$ cat src/rtl/usbfs_in_sched.sv
// USB full-speed IN-transaction scheduler: answers IN tokens with STALL/NAK or a
// DATA0/DATA1 packet from a per-endpoint buffer, then waits for the host handshake.
module usbfs_in_sched #(
  parameter int unsigned N_ENDP      = 2,
  parameter int unsigned MAX_PKT     = 8,
  parameter int unsigned ACK_TIMEOUT = 18
) (
  input  logic                                  i_clk,
  input  logic                                  i_rst_n,
  input  logic                                  i_tokenValid,
  output logic                                  o_tokenReady,
  input  logic [3:0]                            i_tokenEndp,
  input  logic [N_ENDP-1:0]                     i_etValid,
  input  logic [N_ENDP-1:0]                     i_etStall,
  input  logic [N_ENDP*8*MAX_PKT-1:0]           i_etData,
  input  logic [N_ENDP*($clog2(MAX_PKT)+1)-1:0] i_etData_nBytes,
  output logic [N_ENDP-1:0]                     o_etReady,
  output logic                                  o_txValid,
  input  logic                                  i_txReady,
  output logic [7:0]                            o_txData,
  output logic                                  o_txLast,
  input  logic                                  i_hsValid,
  input  logic                                  i_hsAck,
  input  logic [N_ENDP-1:0]                     i_clrToggle,
  output logic                                  o_busy
);

  localparam int unsigned PKT_W = 8 * MAX_PKT;
  localparam int unsigned NB_W  = $clog2(MAX_PKT) + 1;
  localparam int unsigned EP_W  = (N_ENDP > 1) ? $clog2(N_ENDP) : 1;
  localparam int unsigned CNT_W = (ACK_TIMEOUT > 1) ? $clog2(ACK_TIMEOUT) : 1;

  localparam logic [7:0] PID_STALL = 8'h1E;
  localparam logic [7:0] PID_NAK   = 8'h5A;
  localparam logic [7:0] PID_DATA0 = 8'hC3;
  localparam logic [7:0] PID_DATA1 = 8'h4B;

  typedef enum logic [1:0] {S_IDLE, S_PID, S_DATA, S_WAIT_HS} state_t;

  state_t             r_state;
  logic [EP_W-1:0]    r_endp;
  logic [NB_W-1:0]    r_nbytes;
  logic [NB_W-1:0]    r_idx;
  logic [PKT_W-1:0]   r_pkt;
  logic               r_is_data;
  logic [CNT_W-1:0]   r_cnt;
  logic [N_ENDP-1:0]  r_toggle;
  logic [N_ENDP-1:0]  r_et_ready;
  logic               r_tx_valid;
  logic [7:0]         r_tx_data;
  logic               r_tx_last;

  logic               w_tok_accept;
  logic               w_endp_ok;
  logic [EP_W-1:0]    w_ep;
  logic [PKT_W-1:0]   w_pkt;
  logic [NB_W-1:0]    w_nbytes;
  logic               w_is_data;
  logic [7:0]         w_pid;
  logic               w_hs_ack;
  logic [N_ENDP-1:0]  w_ack_mask;
  logic [NB_W-1:0]    w_idx_nxt;
  logic [NB_W-1:0]    w_nb_m1;
  logic [7:0]         w_byte_nxt;
  logic               w_nxt_last;

  // Token decode: endpoint selection and PID choice, all from the acceptance cycle
  assign w_tok_accept = i_tokenValid && (r_state == S_IDLE);
  assign w_endp_ok    = (32'(i_tokenEndp) < N_ENDP);
  assign w_ep         = i_tokenEndp[EP_W-1:0];
  assign w_pkt        = i_etData[32'(w_ep)*PKT_W +: PKT_W];
  assign w_nbytes     = i_etData_nBytes[32'(w_ep)*NB_W +: NB_W];
  assign w_is_data    = !i_etStall[w_ep] && i_etValid[w_ep];
  assign w_pid        = i_etStall[w_ep]  ? PID_STALL :
                        !i_etValid[w_ep] ? PID_NAK   :
                        r_toggle[w_ep]   ? PID_DATA1 : PID_DATA0;

  assign w_hs_ack   = (r_state == S_WAIT_HS) && i_hsValid && i_hsAck;
  assign w_ack_mask = w_hs_ack ? (N_ENDP'(1) << r_endp) : '0;

  assign w_idx_nxt  = r_idx + NB_W'(1);
  assign w_nb_m1    = r_nbytes - NB_W'(1);
  assign w_byte_nxt = r_pkt[32'(w_idx_nxt)*8 +: 8];
  assign w_nxt_last = (w_idx_nxt == w_nb_m1);

  always_ff @(posedge i_clk or negedge i_rst_n) begin
    if (!i_rst_n) begin
      r_state    <= S_IDLE;
      r_endp     <= '0;
      r_nbytes   <= '0;
      r_idx      <= '0;
      r_pkt      <= '0;
      r_is_data  <= 1'b0;
      r_cnt      <= '0;
      r_toggle   <= '0;
      r_et_ready <= '0;
      r_tx_valid <= 1'b0;
      r_tx_data  <= 8'h00;
      r_tx_last  <= 1'b0;
    end else begin
      r_et_ready <= w_ack_mask;
      // A clear request wins over a same-cycle ACK flip
      r_toggle   <= (r_toggle ^ w_ack_mask) & ~i_clrToggle;
      case (r_state)
        S_IDLE: begin
          if (w_tok_accept && w_endp_ok) begin
            r_endp     <= w_ep;
            r_nbytes   <= w_nbytes;
            r_pkt      <= w_pkt;
            r_is_data  <= w_is_data;
            r_tx_valid <= 1'b1;
            r_tx_data  <= w_pid;
            r_tx_last  <= !w_is_data;
            r_state    <= S_PID;
          end
        end
        S_PID: begin
          if (i_txReady) begin
            if (!r_is_data) begin
              r_tx_valid <= 1'b0;
              r_tx_last  <= 1'b0;
              r_state    <= S_IDLE;
            end else if (r_nbytes == '0) begin
              // Zero-length packet: PID alone, then await the handshake
              r_tx_valid <= 1'b0;
              r_tx_last  <= 1'b0;
              r_cnt      <= '0;
              r_state    <= S_WAIT_HS;
            end else begin
              r_idx      <= '0;
              r_tx_data  <= r_pkt[7:0];
              r_tx_last  <= (r_nbytes == NB_W'(1));
              r_state    <= S_DATA;
            end
          end
        end
        S_DATA: begin
          if (i_txReady) begin
            if (r_tx_last) begin
              r_tx_valid <= 1'b0;
              r_tx_last  <= 1'b0;
              r_cnt      <= '0;
              r_state    <= S_WAIT_HS;
            end else begin
              r_idx      <= w_idx_nxt;
              r_tx_data  <= w_byte_nxt;
              r_tx_last  <= w_nxt_last;
            end
          end
        end
        S_WAIT_HS: begin
          r_cnt <= r_cnt + CNT_W'(1);
          if (i_hsValid || (r_cnt == CNT_W'(ACK_TIMEOUT - 1))) begin
            r_state <= S_IDLE;
          end
        end
        default: r_state <= S_IDLE;
      endcase
    end
  end

  assign o_tokenReady = (r_state == S_IDLE);
  assign o_busy       = (r_state != S_IDLE);
  assign o_etReady    = r_et_ready;
  assign o_txValid    = r_tx_valid;
  assign o_txData     = r_tx_data;
  assign o_txLast     = r_tx_last;

endmodule

$ cat config.mk
export PLATFORM = sky130hd
export DESIGN_NAME = usbfs_in_sched
export DESIGN_NICKNAME = d
export VERILOG_FILES = /design/src/rtl/usbfs_in_sched.sv
export SDC_FILE = /design/constraint.sdc
export NUM_CORES = 1
export LEC_CHECK = 0
export BUFFER_PORTS_ARGS = -buffer_cell sky130_fd_sc_hd__buf_2
export CELL_PAD_IN_SITES_DETAIL_PLACEMENT = 0
export CELL_PAD_IN_SITES_GLOBAL_PLACEMENT = 2
export CORE_ASPECT_RATIO = 0.6
export CORE_UTILIZATION = 34
export CTS_CLUSTER_SIZE = 28
export DETAILED_ROUTE_END_ITERATION = 8
export PLACE_DENSITY_LB_ADDON = 0.1
export RECOVER_POWER = 50
export SYNTH_ARGS = -nofsm -noshare
export SYNTH_HDL_FRONTEND = slang
export SYNTH_SLANG_ARGS = --single-unit
export TNS_END_PERCENT = 100
$ cat constraint.sdc
create_clock -name i_clk -period 5.55 [get_ports i_clk]
set_clock_uncertainty 0.2 [all_clocks]
set_input_delay 1.11 -clock i_clk [delete_from_list [all_inputs] [get_ports i_clk]]
set_output_delay 1.11 -clock i_clk [all_outputs]
set_load 0.01 [all_outputs]
==> results of run 1 <==
-- where the power goes --
part	total (uW)	internal (uW)	leakage (uW)	switching [uW]
sequential	1170	972	0.00122	196
clock	631	353	0.000143	278
combinational	1170	548	0.00181	624
-- flip-flops by register name, summed over array words and instances, names as in the netlist, 2 cells and up, named ones only --
name and flops:
o_txData 8, r_cnt 5, r_idx 4, r_pkt 64, o_etReady 2, r_toggle 2
r_nbytes 4
-- per-stage QoR --
step,utilization [%],cell area [um^2],total power (uW),instances,worst slack (ps)
after global routing,43.9,6500,3220,850,1740
after CTS,44.0,6510,3010,850,2620
after detailed placement,42.0,6220,2380,834,2280
after global placement,42.0,6220,2340,834,2290
final,43.9,6500,2970,850,2230
after floorplan,-,5280,2000,499,2760
-- cell usage in the layout (no fill, tap or decap), drive strengths merged, types with 2 or more instances in the layout --
| cell type | count |
|---|---|
| a2111oi | 2 |
| o21ai | 82 |
| nor3b | 2 |
| clkbuf | 22 |
| clkinv | 2 |
| a21oi | 6 |
| a32oi | 2 |
| a311oi | 2 |
| ha | 10 |
| mux2i | 72 |
| nor3 | 4 |
| a21o | 4 |
| a32o | 2 |
| xor2 | 3 |
| a31oi | 4 |
| nor2b | 2 |
| buf | 157 |
| dfrtp | 95 |
| inv | 13 |
| nand2 | 90 |
| mux4 | 16 |
| mux2 | 11 |
| xnor2 | 7 |
| nand3 | 12 |
| nor2 | 9 |
| o31ai | 3 |
-- cells by family (layout without fill, tap and decap cells) --
family,count (synthesis),after routing,synth area share (%)
and+or+nand+nor,126,126,10.3
AOI/OAI and AO/OA,116,116,12.9
muxes,99,99,23.0
DFF,95,95,45.1
buffers and inverters,43,196,4.01
adders and majority gates,10,10,2.37
xor gates and xnor gates,10,10,2.37
-- cells in the mapped netlist (all sizes together), types with 2 or more instances --
master	count	area, um^2
a32oi	2	17.5
clkbuf	20	75.1
nor3	4	20.0
ha	10	125
a2111oi	2	18.8
mux4	16	360
nor3b	2	15.0
a311oi	2	17.5
a21o	4	30.0
a31oi	4	25.0
o21ai	82	414
buf	12	95.1
mux2i	72	721
nand3	12	72.6
nor2b	2	12.5
xnor2	7	80.1
inv	11	41.3
a32o	2	20.0
nand2	90	338
dfrtp	95	2380
o31ai	3	22.5
mux2	11	131
xor2	3	45.1
nor2	9	33.8
a21oi	6	30.0
-- metal layers --
layer / vias to the layer above / global-route usage, % / part of all wire [%]
met5: - / 0 / 0
met4: 0 / 3.45 / 0.89
met3: 9 / 3.96 / 4.9
met2: 114 / 26.5 / 42
met1: 1981 / 28.3 / 52
li1: 2085 / - / -
-- final cells by class --
type                       count  share of cell area [%]
sequential                    95                    36.6
clock buffer                  10                    3.52
clock inverter                 6                    1.06
timing repair buffer         169                    13.0
inverter                      11                   0.636
tap                          198                    3.81
multi-input combinational    361                    41.4
-- tightest hold or removal path, cell delays in order (launching register included) --
cell                      delay [ps]
sky130_fd_sc_hd__dfrtp_1         340
sky130_fd_sc_hd__nand2_1          50
sky130_fd_sc_hd__o21ai_0          60
-- worst paths after layout --
kind                            cells after the start  slack [ps]                  start                       to
min in group asynchronous                           1         660                i_rst_n    r_pkt[38]$_DFFE_PN0P_
worst max-delay path                                2        2230                i_rst_n    r_pkt[29]$_DFFE_PN0P_
worst min-delay path                                2         280  r_pkt[23]$_DFFE_PN0P_    r_pkt[23]$_DFFE_PN0P_
max in group i_clk                                  6        2660   r_idx[1]$_DFFE_PN0P_  o_txData[6]$_DFFE_PN0P_
worst min register to register                      2         280  r_pkt[23]$_DFFE_PN0P_    r_pkt[23]$_DFFE_PN0P_
worst max register to register                      6        2660   r_idx[1]$_DFFE_PN0P_  o_txData[6]$_DFFE_PN0P_
==> run summary, run 1 <==
The run finished, with violations left. The checks that failed: max-capacitance violations, max-slew violations. The max-slew violation count is 35. Clock-pin slew was measured on the worst setup and hold paths at about 70 ps. The number of synthesized flops with an enable pin is 0. For this design the ratio of total power to cell area is about 460 nW/um^2. The worst setup path is of the primary input to asynchronous set/reset pin kind. The total core area came out at between 10,000 and 15,000 um^2. The initial utilization of the core area, before any placement, comes to a little over a third. The worst setup path is captured at an asynchronous set/reset pin. The via count of the first global-routing pass was between 4,000 and 5,000. The routed design has roughly 14 mm of wire. The TritonCTS buffer count is 9. The detailed-routing iteration count for the pre-antenna-repair pass is 6. The estimated wirelength of the detail-placed design is 10.3 mm. The average footprint of a synthesized cell came out at around 11 um^2.

The biggest cell delay along the critical path is ~1400 ps. The number of sinks driven by the clock tree is 95. For this design, the slowest cell found on the critical path is sky130_fd_sc_hd__clkbuf_1.

The count of buffers inserted at the top-level ports came out at 165. The largest driver fanout on the critical path came out at 62. Cells with a size suffix above 1 make up a little under a third of the layout. The headroom to the max-slew limit came out at -25.8%. The number of setup buffers added after CTS is 0. The hold-fix buffer count after cts came out at 0. The worst setup path is launched from a primary input. The horizontal extent of the die came out at approximately 160 um. The overflow left after global routing came out at 0. The final-layout setup total negative slack is 0 ps. In this design, the largest share of critical-path delay is due to buffers and inverters. The number of max-capacitance violations reported is 1. For the finished layout, the period the worst path requires is 3320 ps.

The H-tree generated during clock tree synthesis spans 3 levels. TritonCTS built the clock tree. The number of antenna diodes is 0. The root cell of the clock tree is sky130_fd_sc_hd__clkbuf_16. The number of nets in the synthesized netlist is approximately 660. For the pin with the worst max-slew slack, the measured transition is between 1500 and 2000 ps. The number of nets in the final layout came out at about 810. The final critical-path share of the clock period is between 50% and 60%. The multi-input combinational cell area came out at around 2700 um^2. The total global-route track usage is a little under a fifth. The floorplan has 34 rows. The class of the worst hold path is register to register.

The routed layout has 4,189 vias. The source-to-sink clock delay at the later pin of the worst-skew pair is 340 ps. The number of antenna violations at the first check in global routing is 0.

The average via count per standard cell came out at approximately 5. For this block, the initial DRC count from the detailed router was around 190. The congestion estimate from routability-driven global placement came to roughly 0.76. The global-route wire length before repair came out at ~22 mm. From bottom edge to top edge, the die measures 98.5 um. The highest ir drop seen on vdd came out at just over 0.2 mV. The synthesized flop and latch total came out at 95. The endpoint required time on the critical path is roughly 5400 ps. Across the whole layout, storage elements account for approximately 2400 um^2. The synthesized area is 5280 um^2.

The pin count of the biggest net entering global routing came out at 140. The signal on the critical path passes through buf_4 > clkbuf_1. The total DRC errors in the routed layout is 0.

The maximum clock insertion buffer count is 2. The distinct cell type count of the synthesized netlist is 51. For this design the top-level I/O count stands at ~170. The proportion of synthesized chip area in sequential cells is ~45%. The buffering stage count on the worst path with inverters included came out at 2. For this design the static power due to leakage is between 0.003 and 0.004 uW. The area added between synthesis and finish is 23.1%. The post-synthesis async set-or-reset flop share is 100%.

The final-layout fill cell count is 1,466. The overall die area is 16,000 um^2. The data arrival time of the critical path is ~3200 ps. The gate count of the mapped netlist came out at between 400 and 500. Among all flip-flop cells after synthesis, the most frequent one is sky130_fd_sc_hd__dfrtp_1. The tightest hold path in the finished design has a slack of around 280 ps. The count of cells resized by post-cts repair came out at 0. The count of nets left with antenna violations once routing finished came out at 0. The top achievable clock speed came out at 0.302 GHz.

The Yosys step of the flow raised 0 warnings. The total count of hold-check failures in the final report is 0. The final count of negative-setup-slack endpoints is 0. The average routed wire per standard cell is roughly 16 um.

Setup repair after global routing left no endpoint under its margin.
No activity file was read; power rests on OpenSTA's default activity.
==> run 2: changes to the inputs <==
Settings changed: CORE_UTILIZATION 34 to 32.
Clock period 5.55 ns to 3.4 ns, I/O delays scaled along.
==> run 2 against run 1 <==
Against the previous run:
- the run now ends clean
- critical endpoint is now o_txData[7]$_DFFE_PN0P_
- hold slack hardly changed
- critical path type is now register to register
- die area is 6.1% higher
- combinational power is 66% higher
- total power is 66% higher
- largest cell class unchanged
- non-clock buffer count is 2 higher
- critical path depth is 5 higher
==> run summary, run 2 (same netlist as run 1, synthesis figures left out) <==
The run finished with clean final reports. The worst slack at placement came out at 607 ps (-1680 ps). The height of the die is 101 um (+3.0%). The power density of the placed cells came to 752 nW/um^2 (+64%). The total core area was 15,700 um^2 (+6.2%). The startpoint identified for the worst hold timing path is i_clrToggle[0].

The average routed wire per standard cell is 16.0 um (-0.99%). The number of top-level design ports was 166 (unchanged). The amount of wire on met3 after detailed routing is 658 um (-2.1%). The number of sinks driven by the clock tree is 95 (unchanged). The horizontal extent of the die came out at 168 um (+3.0%).

The initial standard-cell utilization of the core was 33.6% (-2.1 points). The total wire length is 13.7 mm (-0.17%). The worst hold path depth is 2 (unchanged). The most frequent standard cell in the layout excluding fill and tap cells is sky130_fd_sc_hd__buf_2. The deepest level of the CTS H-tree is 3 (unchanged).

The total DRC errors in the routed layout came to 0 (unchanged). The final count of negative-setup-slack endpoints came out at 0 (unchanged). The number of antenna-violating nets in the routed design came to 0 (unchanged). The pin count of the biggest net entering global routing is 66 (-53%). The area added between synthesis and finish is 24.4%. The biggest cell delay along the critical path was 470 ps (-960 ps). The minimum setup slack among reg-to-reg paths came out at 670 ps (-1990 ps).

The flip-flop count of the largest register, all copies and words added is 64 (unchanged). The class of the worst hold path is primary input to register. The setup slack of the critical path after layout is 666 ps (-1570 ps). Among all stages on the critical path, the largest delay is contributed by sky130_fd_sc_hd__nand3_1. The type of the setup path with the least slack is register to register. The share of post-route cells with drive strength above 1 was 32.7% (+1.3 points). The number of antenna violations at the first check in global routing is 0 (unchanged). The number of standard-cell rows in the floorplan is 35 (+2.9%). The number of max-capacitance violations reported is 0 (-1). The endpoint required time on the critical path was 3480 ps (-1960 ps). The slew at the pin with the worst max-slew slack was 1320 ps (-567 ps). The routed length on met1 is 7.22 mm (+0.47%).

The final critical-path share of the clock period came out at between 80% and 90%. The routed length on met2 came out at 5.77 mm (+0.33%). The TritonCTS buffer count is 9 (unchanged). Traced cell by cell, the critical path runs through inv_1 > ha_1 > nor2b_1 > a221oi_1 > nand3_1 > a311oi_1 > a21o_1. The number of setup buffers added after CTS came out at 0 (unchanged).

The leakage component of the power is 0.00322 uW (+1.4%). The detailed-routing iteration count for the pre-antenna-repair pass came to 4 (-2). The logic depth of the worst register-to-register path came out at 7 (+1). The data arrival time of the critical path is 2820 ps (-380 ps). Clock tree synthesis selected as its root buffer the cell sky130_fd_sc_hd__clkbuf_16.

STA classifies the critical path startpoint as a register. The final weighted congestion in routability-driven placement is 0.775 (+2.3%). The worst path needs 2730 ps of the cycle, external delays included.

The total via count in the routed design came out at 4,163 (-0.62%). The count of cells resized by post-cts repair came out at 0 (unchanged). TritonCTS built the clock tree. The headroom to the max-slew limit is 12.0% (+38 points). The clock-pin transition on the worst setup and hold timing paths came out at 70 ps (about the same). In this run the critical register-to-register path is captured at o_txData[7]$_DFFE_PN0P_.

The global-route wire length before repair came out at 22.1 mm (-1.4%). Grouping stages by cell kind, the critical path spends the most delay in compound AO/OA/AOI/OAI gates. The overall die area is 17,000 um^2 (+6.1%). The worst setup path is captured at a register.

The violation count after the first detailed-route iteration is 227 (+22%). The via count of the first global-routing pass came out at 4,130 (-1.8%). The total count of hold-check failures in the final report is 0 (unchanged). The number of antenna diodes came out at 0 (unchanged). The highest ir drop seen on vdd is 0.288 mV (+43%).

The estimated wirelength of the detail-placed design is 10.4 mm (+1.1%). The average via count per standard cell is 4.86 (-1.4%). The largest driver fanout on the critical path came to 16 (-74%).

The source-to-sink clock delay at the later pin of the worst-skew pair is 340 ps (about the same). The maximum clock insertion buffer count is 2 (unchanged). The count of buffers inserted at the top-level ports was 165 (unchanged). The max-slew violation count came out at 0 (-100%). The worst hold path terminates at r_toggle[0]$_DFF_PN0_. The buffering stage count on the worst path with inverters included was 1 (-1). The total global-route track usage came to 17.1% (-1.3 points). The largest register by flop count is r_pkt. The final-layout setup total negative slack is 0 ps (unchanged).

The hold-fix buffer count after cts is 0 (unchanged). Derived from the worst setup path, the maximum achievable clock frequency is roughly 0.37 GHz. The uppermost layer routed is met4. The number of nets in the final layout is 811 (+0.25%). Setup repair after global routing left no endpoint under its margin. The overflow left after global routing is 0 (unchanged). In the layout the commonest cells are 158 x sky130_fd_sc_hd__buf_2, 95 x sky130_fd_sc_hd__dfrtp_1, 90 x sky130_fd_sc_hd__nand2_1.
-- run 2: cell types whose count changed in the layout (fill, tap and decap cells not counted), sizes merged --
cell	before	now
bufinv	1	2
buf	157	164
clkinvlp	1	2
clkinv	2	1
clkbuf	22	17
inv	13	12
-- run 2: metal layers --
metal  track usage [%]  vias to the layer above
met4              3.39                        0
met3              3.87                        6
li1                  -                     2091
met1              25.3                     1955
met2              25.7                      111
met5                 0                        -
-- run 2: per-stage QoR --
step           utilization (%)  instance area, um^2  hold slack [ps]  std cells  total power, uW
4_1_cts                   41.9                 6580              159        857             5010
5_1_grt                   41.7                 6560              263        857             5330
6_report                  41.7                 6560              278        857             4930
3_5_place_dp              39.8                 6260              268        841             3880
2_1_floorplan                -                 5280              184        499             3260
3_3_place_gp              39.8                 6260              258        841             3850
-- run 2: layout make-up --
cell class / instances / area [um^2]
multi-input combinational: 361 / 2690
clock buffer: 10 / 229
fill: 1531 / 9160
tap: 203 / 254
clock inverter: 6 / 92.6
sequential: 95 / 2380
inverter: 11 / 41.3
timing repair buffer: 171 / 877
-- run 2: worst max path at each step --
| stage | start | end | cells past startpoint |
|---|---|---|---|
| after floorplan | i_tokenEndp[3] | r_pkt[26]$_DFFE_PN0P_ | 7 |
| after global placement | i_tokenEndp[3] | o_txData[7]$_DFFE_PN0P_ | 6 |
| after detailed placement | i_tokenEndp[3] | o_txData[7]$_DFFE_PN0P_ | 6 |
| after CTS | register | o_txData[7]$_DFFE_PN0P_ | 7 |
| after global routing | i_rst_n | r_pkt[42]$_DFFE_PN0P_ | 2 |
| final | register | o_txData[7]$_DFFE_PN0P_ | 7 |
-- run 2: power breakdown --
group / switching [uW] / total [uW] / internal, uW
Sequential: 309 / 1890 / 1590
Clock: 447 / 1100 / 649
Combinational: 1030 / 1940 / 910
Total: 1790 / 4930 / 3140
